## src/rtl/crash_course_cpu_control.sv

```systemverilog
// Fetch/decode/sequencing front end of the crash-course CPU: owns the PC, fetches
// 16-bit instructions over valid/ready, decodes them and resolves jumps/branches.
module crash_course_cpu_control #(
  parameter logic [7:0] RESET_PC = 8'h00
) (
  input  logic        clk,
  input  logic        sync_rst,
  input  logic        clk_en,
  input  logic        system_enabled,
  output logic        instr_req_valid,
  input  logic        instr_req_ready,
  output logic [7:0]  instr_addr,
  input  logic        instr_resp_valid,
  input  logic [15:0] instr_data,
  input  logic [1:0]  flag_register,
  output logic [3:0]  reg_a_addr,
  output logic [3:0]  reg_b_addr,
  output logic [3:0]  reg_c_addr,
  output logic [7:0]  immediate,
  output logic [3:0]  opcode,
  output logic        reg_a_write_enable,
  output logic        mem_write_enable,
  output logic        halted
);

  typedef enum logic [2:0] {
    S_IDLE,
    S_FETCH,
    S_WAIT,
    S_EXEC,
    S_HALTED
  } state_t;

  state_t      state_q, state_d;
  logic [7:0]  pc_q, pc_d;
  logic [15:0] ir_q, ir_d;
  logic        req_valid_q, req_valid_d;
  logic        reg_we_q, reg_we_d;
  logic        mem_we_q, mem_we_d;
  logic        halted_q, halted_d;

  // ALU, LOADI and LOAD opcodes write reg_a; STORE (0x3) and control ops do not.
  function automatic logic writes_reg(input logic [3:0] op);
    writes_reg = (op <= 4'hB) && (op != 4'h3);
  endfunction

  function automatic logic [7:0] next_pc(input logic [15:0] ir,
                                         input logic [7:0]  pc,
                                         input logic [1:0]  flags);
    logic [7:0] target;
    logic [7:0] seq;
    target = ir[7:0];
    seq    = pc + 8'd1;
    case (ir[15:12])
      4'hC:    next_pc = target;
      4'hD:    next_pc = flags[0] ? target : seq;
      4'hE:    next_pc = flags[1] ? target : seq;
      default: next_pc = seq;
    endcase
  endfunction

  always_comb begin
    state_d = state_q;
    pc_d    = pc_q;
    ir_d    = ir_q;
    case (state_q)
      S_IDLE: begin
        if (system_enabled) state_d = S_FETCH;
      end
      S_FETCH: begin
        if (instr_req_ready) state_d = S_WAIT;
      end
      S_WAIT: begin
        if (instr_resp_valid) begin
          ir_d    = instr_data;
          state_d = S_EXEC;
        end
      end
      S_EXEC: begin
        pc_d = next_pc(ir_q, pc_q, flag_register);
        if (ir_q[15:12] == 4'hF)  state_d = S_HALTED;
        else if (system_enabled)  state_d = S_FETCH;
        else                      state_d = S_IDLE;
      end
      default: begin
        state_d = state_q;
      end
    endcase

    // Outputs are decoded from the next state so they come straight off flops.
    req_valid_d = (state_d == S_FETCH);
    reg_we_d    = (state_d == S_EXEC) && writes_reg(ir_d[15:12]);
    mem_we_d    = (state_d == S_EXEC) && (ir_d[15:12] == 4'h3);
    halted_d    = (state_d == S_HALTED);
  end

  always_ff @(posedge clk) begin
    if (!sync_rst) begin
      state_q     <= S_IDLE;
      pc_q        <= RESET_PC;
      ir_q        <= 16'h0000;
      req_valid_q <= 1'b0;
      reg_we_q    <= 1'b0;
      mem_we_q    <= 1'b0;
      halted_q    <= 1'b0;
    end else if (clk_en) begin
      state_q     <= state_d;
      pc_q        <= pc_d;
      ir_q        <= ir_d;
      req_valid_q <= req_valid_d;
      reg_we_q    <= reg_we_d;
      mem_we_q    <= mem_we_d;
      halted_q    <= halted_d;
    end
  end

  assign instr_req_valid    = req_valid_q;
  assign instr_addr         = pc_q;
  assign opcode             = ir_q[15:12];
  assign reg_a_addr         = ir_q[11:8];
  assign reg_b_addr         = ir_q[7:4];
  assign reg_c_addr         = ir_q[3:0];
  assign immediate          = ir_q[7:0];
  assign reg_a_write_enable = reg_we_q;
  assign mem_write_enable   = mem_we_q;
  assign halted             = halted_q;

endmodule

```

## config.mk

```make
export PLATFORM = sky130hd
export DESIGN_NAME = crash_course_cpu_control
export DESIGN_NICKNAME = d
export VERILOG_FILES = /design/src/rtl/crash_course_cpu_control.sv
export SDC_FILE = /design/constraint.sdc
export NUM_CORES = 1
export LEC_CHECK = 0
export ABC_AREA = 1
export BUFFER_PORTS_ARGS = -buffer_cell sky130_fd_sc_hd__buf_2
export CELL_PAD_IN_SITES_DETAIL_PLACEMENT = 2
export CELL_PAD_IN_SITES_GLOBAL_PLACEMENT = 2
export CORE_MARGIN = 8
export CORE_UTILIZATION = 29
export CTS_BUF_LIST = sky130_fd_sc_hd__clkbuf_8
export DETAILED_ROUTE_END_ITERATION = 16
export GPL_TIMING_DRIVEN = 0
export PLACE_DENSITY_LB_ADDON = 0.1
export REMOVE_ABC_BUFFERS = 1
export SLEW_MARGIN = 25
export SYNTH_ARGS = -nofsm -noshare
export SYNTH_HDL_FRONTEND = slang
export SYNTH_SLANG_ARGS = --single-unit
```

## constraint.sdc

```tcl
create_clock -name clk -period 3 [get_ports clk]
set_input_delay 0.6 -clock clk [delete_from_list [all_inputs] [get_ports clk]]
set_output_delay 0.6 -clock clk [all_outputs]
set_load 0.01 [all_outputs]
```

Word level (Yosys, flattened, before mapping)
Cells that the tools add are included.
{ "classes": {"n_addsub": 1, "magnitude_cmp": 1, "eq_ne": 12, "muxes": 11, "n_reduce_logical": 6} }
{ "op_table": {"columns": ["op", "n"], "rows": [
  ["16-bit two-way mux", 2],
  ["8-bit case mux with 3 select lines", 1],
  ["4-bit equality test, second input constant", 4],
  ["8-bit two-way mux", 2],
  ["3-bit two-way mux", 4],
  ["3-bit case mux with 4 select lines", 1],
  ["3-bit by 2-bit equality test with 1-bit output, second input constant", 3],
  ["8-bit by 1-bit adder with 8-bit output, second input constant", 1],
  ["3-bit by 1-bit equality test with 1-bit output, second input constant", 2],
  ["4-bit by 2-bit equality test with 1-bit output, second input constant", 1],
  ["4-bit <= comparator, second input constant", 1],
  ["4-bit by 2-bit != test with 1-bit output, second input constant", 1],
  ["3-bit equality test, second input constant", 1],
  ["1-bit logical AND", 3],
  ["3-bit zero test", 1],
  ["3-bit AND reduction", 1],
  ["2-bit AND reduction", 1],
  ["1-bit two-way mux", 1]
]} }
{ "word_totals": {"ff_bits": 31, "inputBits": 24, "output_inout_bits": 36, "elab_cells": 39} }

Depth between registers and ports, before layout
Gate-level depths: netlist of run 1.
{ "logic_depth": {"depth_word": 5, "mapped_depth": 11, "mapped_depth_nobuf": 11} }

Worst setup path before layout of run 1
Ideal clock, no wire load.
{ "synth_path": {"kind": "input to register", "start": "input port instr_resp_valid", "end": "register ir_q[12]", "setup_ps": 137, "arrival_ps": 1217, "t_required_ps": 2863, "setup_slack_ps": 1647, "cell_stages": 8, "path_buffers": 1, "path_cell_list": "nand2_1 inv_2 nand2_4 inv_4 nand2_2 buf_4 nor2_1 a211oi_2"} }
{ "synth_between": {"elab_chain_len": 2} }
{ "synth_lines": {"columns": ["element", "line_no", "text"], "rows": [
  ["start, declared", "13", "input logic instr_resp_valid,"],
  ["16-bit two-way mux", "74", "if (instr_resp_valid) begin"],
  ["16-bit two-way mux", "66", "case (state_q)"],
  ["end signal, assigned", "109", "ir_q <= ir_d;"],
  ["end, declared", "36", "logic [15:0] ir_q, ir_d;"]
]} }
No other way between the ends.
A chain may end at the register's enable or synchronous reset.

==> flow_summary_export.csv, run 1 <==
group,metric,value,unit
status,status,"completed",
clock_tree,tritoncts,"built",
setup_path,end_kind,"flop",
clock_tree,postCtsSetupRepairBufs,0,
clock_tree,cts_sinks,31,
die,initial_core_util,29.75,%
finish,fin_util,35.67,%
logic_synthesis,ys_seq_area_share,35.66,%
die,num_io_pins,60,
power,p_leak,1.078,nW
routing,wl_per_cell,14.74,um
clock_tree,cts_resized,0,
timing,rsz0062_at_grt,"false",
timing,finalHoldViolCount,0,
timing,slew-limit-headroom,45.55,%
timing,fin_crit,1.619,ns
power,p_per_area,406.5,nW/um^2
die,fp.dieW,93.47,um
placed_design,numPortBuffers,59,
timing,max_freq,617.9,MHz
global_route,grt_util_all_layers,13.85,%
hold_path,hp-start,"ir_q[10]",
clock_tree,h-tree-depth,2,
global_route,grt_max_degree,23,
routing,remaining_drc_errors,0,
clock_tree,clk_latency,0.29,ns
global_route,grt_pass1_vias,1971,
setup_path,worstPathArrival,1.81,ns
timing,setup_viol,0,
routing,drt-vias-per-instance,4.729,
logic_synthesis,yosys-top-cells-area,"dfxtp_1 (36%), nand2_1 (14%), nand3_1 (11%)",
logic_synthesis,syn_inst,257,
die,coreArea,5851,sq um
setup_path,crit_fanout,21,
logic_synthesis,yosysUniqueCellTypes,28,
logic_synthesis,synth_area_per_cell,6.772,sq um
routing,ant_nets,0,
clock_tree,cts_buffers,5,
global_route,grt_antenna_before_repair,0,
timing,fin_setup_tns,0,ns
timing,tightest_slew,0.8158,ns
logic_synthesis,synth_top_cell_by_area,"dfxtp_1",
timing,skew,0.007913,ns
routing,firstDrtPassIters,4,
die,rows,28,
clock_tree,cts_hold_buf,0,
global_route,gr-total-overflow,0,
finish,finalNetCount,330,
routing,drt-total-wl,5601,um
timing,maxSlewViolCount,0,
clock_tree,clock_path_buffers,2,
setup_path,critical_path_class,"input pin to flop",
timing,period_share,53.95,%
setup_path,r2r_start,"state_q[2]",
setup_path,cp-startpoint,"sync_rst",
logic_synthesis,yosysWarnings,0,
power,vdd_ir_drop_max,0.0001468,V
placed_design,pre_cts_ws,1.056,ns
hold_path,hold_class,"flop to flop",
routing,drtIter0Drc,46,
global_route,grt_pass1_wl,9687,um
logic_synthesis,yosysTopAreaCellShare,35.66,%
die,die_y,93.47,um
placed_design,placed_area,1999,sq um
setup_path,worst_ep_required_time,3.19,ns
finish,design_area,2087,sq um
clock_tree,clkTransAtPathRegs,0.07,ns
job,cap_viol_max_count,0,
die,die-area,8737,sq um
routing,vias,1797,
finish,final_layout_size_suffix_gt1_share,26.56,%
timing,fin_ws,1.382,ns
finish,area_delta_synth_final,19.91,%
setup_path,timing.critical_path.from_type,"input pin",
placed_design,gp_congestion,0.7542,
finish,n_antenna_cell,0,
logic_synthesis,syn_area,1740,sq um
placed_design,hpwl,4319,um
logic_synthesis,synth_seq_cells,31,
clock_tree,cts_root_buf,"clkbuf_8",
[sequential cells by signal, summed over array words and instances (netlist names)]
| signal | count |
|---|---|
| instr_addr | 8 |
| reg_a_write_enable | 1 |
| mem_write_enable | 1 |
| ir_q | 16 |
| state_q | 3 |
| instr_req_valid | 1 |
| halted | 1 |
[synthesized netlist by cell type]
library cell	number
xor2_1	2
o211ai_1	1
o21ai_1	3
nor2_4	2
o21ai_0	7
buf_2	2
nand2_2	3
clkbuf_1	3
a21oi_2	1
and3_1	1
o21a_1	3
nand2_4	2
buf_6	1
buf_4	11
a211oi_2	3
nand2_1	63
inv_2	1
a21oi_1	17
nor2_1	20
dfxtp_1	31
nand3_1	38
nor2_2	1
nand4_1	4
inv_1	32
ha_1	1
xnor2_1	1
buf_8	1
inv_4	2
[path summary, 6_finish.rpt]
path         slack, ns            end  cells past startpoint
max               1.38  instr_addr[6]                      7
min               0.47       ir_q[10]                      2
max reg2reg       1.39       ir_q[13]                      6
min reg2reg       0.47       ir_q[10]                      2
[layout make-up]
| class | count | area (sq um) |
|---|---|---|
| fill | 750 | 3764 |
| clock buffer | 6 | 82.58 |
| clock inverter | 1 | 5.005 |
| timing repair buffer | 59 | 295.3 |
| sequential | 31 | 620.6 |
| inverter | 35 | 136.4 |
| tap | 75 | 93.84 |
| multi-input combinational | 173 | 853.3 |
[power by group]
| part | total (mW) | internal, mW | switching (mW) |
|---|---|---|---|
| Sequential | 0.425 | 0.418 | 0.00671 |
| Combinational | 0.0772 | 0.0287 | 0.0485 |
| Clock | 0.346 | 0.180 | 0.166 |
| Total | 0.848 | 0.627 | 0.221 |
[layout by cell type, fill, tap and decap left out, types with 2 or more instances in the layout]
cell type / n
o21a_1: 3
a21oi_1: 17
nor2_4: 2
buf_2: 59
nand2_2: 3
inv_4: 2
clkbuf_8: 6
nand3_1: 38
xor2_1: 2
o21ai_0: 7
nor2_1: 20
dfxtp_1: 31
nand4_1: 4
a211oi_2: 3
o21ai_1: 3
nand2_1: 63
nand2_4: 2
inv_1: 32
[kinds of logic after synthesis]
kind of cell,after synthesis,synth area share (%)
AOI/OAI and AO/OA,35,12.15
DFF,31,35.66
adders and majority gates,1,0.7188
and+or+nand+nor,134,34.65
buffers and inverters,53,15.31
xor gates and xnor gates,3,1.510
[metal layers]
layer | share of wire (%) | wire length [um] | track usage, % | up-vias
li1 | - | - | - | 905
met1 | 45 | 2500 | 15.96 | 846
met2 | 46 | 2595 | 22.39 | 39
met3 | 7.7 | 433 | 6.090 | 7
met4 | 1.3 | 71 | 4.430 | 0
met5 | 0 | 0 | 0 | -
[critical path: stages]
cell	delay, ns
buf_2	0.19
inv_1	0.63
nor2_1	0.12
o21ai_0	0.11
inv_1	0.05
nand2_1	0.06
nand2_1	0.04
[through the flow]
step	power, mW	hold slack (ns)	std cells
floorplan	0.4719	0.4856	239
global placement	0.5119	0.4481	373
detailed placement	0.5142	0.4557	373
CTS	0.8651	0.4722	380
global route	0.8938	0.4983	380
finish	0.8485	0.4653	380
(Power assumes the default switching activity.)
==> run 2, diff against run 1 <==
CORE_UTILIZATION = 27   (was 29)
clock period = 1.6 ns   (was 3 ns; I/O delays follow)
==> flow_summary_export.csv, run 2 (synthesized netlist as in run 1, its figures left out) <==
group,metric,value,unit
clock_tree,clkTransAtPathRegs,0.07,ns
clock_tree,clock_path_buffers,2,
placed_design,hpwl,4318,um
status,status,"completed",
timing,rsz0062_at_grt,"false",
setup_path,cp_cell_sequence,"nor2_4, nand2_4, inv_4, nand2_4, nor2_1, a211oi_2",
hold_path,hold_class,"input pin to flop",
timing,skew,0.004683,ns
timing,fin_setup_tns,0,ns
timing,period_share,89.08,%
routing,ant_nets,0,
routing,remaining_drc_errors,0,
timing,finalHoldViolCount,0,
routing,firstDrtPassIters,4,
finish,ff_latch_area,620.6,sq um
setup_path,critical_path_class,"flop to flop",
die,initial_core_util,27.73,%
placed_design,dp_cells,375,
routing,drt-vias-per-instance,4.695,
clock_tree,cts_sinks,31,
global_route,grt_pass1_wl,9542,um
die,die-area,9271,sq um
setup_path,cpMaxStageDelayCell,"dfxtp_1",
setup_path,end_kind,"flop",
global_route,grt_max_degree,23,
timing,fin_crit,1.425,ns
setup_path,timing.critical_path.from_type,"flop",
placed_design,pre_cts_ws,-0.06374,ns
die,num_io_pins,60,
setup_path,worstPathArrival,1.56,ns
global_route,grt_antenna_before_repair,0,
die,fp.dieW,96.29,um
setup_path,critPathTopFamily,"simple AND/OR/NAND/NOR gates",
setup_path,crit_buf_inv,1,
timing,fin_ws,0.1747,ns
die,rows,29,
global_route,gr-total-overflow,0,
routing,drt-total-wl,5681,um
die,die_y,96.29,um
finish,n_antenna_cell,0,
setup_path,worst_ep_required_time,1.74,ns
global_route,grt_util_all_layers,13.13,%
timing,maxSlewViolCount,0,
routing,drtIter0Drc,32,
finish,final_layout_size_suffix_gt1_share,26.80,%
setup_path,max_stage_delay,0.38,ns
finish,finalNetCount,330,
global_route,grt_pass1_vias,1914,
placed_design,numPortBuffers,59,
power,p_comb_share,8.8,%
clock_tree,tritoncts,"built",
power,p_seq_share,48.4,%
clock_tree,cts_buffers,5,
placed_design,gp_congestion,0.7575,
clock_tree,clk_latency,0.29,ns
power,switching_share,25.60,%
finish,area_delta_synth_final,21.50,%
finish,top_register,"ir_q",
power,p_leak,1.096,nW
finish,instances_no_fill,383,
power,vdd_ir_drop_max,0.0003108,V
timing,max_freq,701.6,MHz
die,coreArea,6277,sq um
routing,vias,1798,
clock_tree,h-tree-depth,2,
setup_path,crit_fanout,20,
clock_tree,cts_root_buf,"clkbuf_8",
power,p_sw,0.4216,mW
timing,tightest_slew,0.8128,ns
timing,slew-limit-headroom,45.76,%
finish,multi_input_area,865.8,sq um
finish,largest_reg_flops,16,
finish,final_cell_mix,"nand2_1 (62), buf_2 (59), nand3_1 (38)",
power,pwr-share-clk,42.8,%
setup_path,cp_common_cell,"nand2_4",
finish,layout_commonest_cell,"nand2_1",
power,internal_power,1.225,mW
routing,wl_per_cell,14.83,um
job,cap_viol_max_count,0,
timing,fin_hold_ws,0.3024,ns
timing,setup_viol,0,
power,p_per_area,778.7,nW/um^2
finish,n_fill_cell,784,
==> run 2: cell count changes in the layout (fill, tap and decap cells not counted) <==
cell / previous run / this run
clkbuf_8: 6 / 7
clkinv_2: 1 / 0
inv_1: 32 / 33
nand2_1: 63 / 62
nand2_2: 3 / 2
nand2_4: 2 / 4
==> run 2: stage by stage <==
step / utilization, % / area [sq um] / power [mW]
CTS: 33.61 / 2110 / 1.682
detailed placement: 31.89 / 2002 / 0.9642
global route: 33.69 / 2115 / 1.725
global placement: 31.89 / 2002 / 0.9613
finish: 33.69 / 2115 / 1.647
floorplan: - / 1610 / 0.8849
==> run 2: layout make-up <==
type / count / share of cell area (%)
clock buffers: 7 / 4.556
clock inverters: 1 / 0.1775
inverters: 35 / 6.450
multi-input cells: 173 / 40.95
flip-flops and latches: 31 / 29.35
well taps: 77 / 4.556
repair buffers: 59 / 13.96
==> run 2: worst reg2reg max path, stage by stage, from the launching register on <==
cell and delay, ns:
dfxtp_1 0.38, nor2_4 0.22, nand2_4 0.10, inv_4 0.16, nand2_4 0.19, nor2_1 0.18
a211oi_2 0.05
==> run 2: path summary, 6_finish.rpt <==
kind / startpoint / end / slack (ns) / cells past startpoint
setup reg to reg: state_q[0] / ir_q[13] / 0.17 / 6
hold / removal: instr_data[2] / ir_q[2] / 0.30 / 3
setup / recovery: state_q[0] / ir_q[13] / 0.17 / 6
hold reg to reg: ir_q[11] / ir_q[11] / 0.47 / 2
==> run 2: metal layers <==
layer,up-vias,GRT usage (%),part of all wire [%]
li1,906,-,-
met1,844,16.18,47
met2,44,20.49,45
met3,4,5.070,7.4
met4,0,4.225,0.83
met5,-,0,0
==> run 2: power groups by stage <==
stage | combinational (mW) | sequential (mW) | clock, mW
CTS | 0.150 | 0.797 | 0.734
finish | 0.145 | 0.797 | 0.704
global placement | 0.146 | 0.815 | 0
global route | 0.167 | 0.799 | 0.759
detailed placement | 0.149 | 0.815 | 0
floorplan | 0.0663 | 0.819 | 0
==> run 2: timing repair <==
item / CTS / global route
hold buffers: 0 / 0
buffers inserted: 0 / 0
gates resized for setup: 2 / 1
setup endpoints to repair: 8 / 2
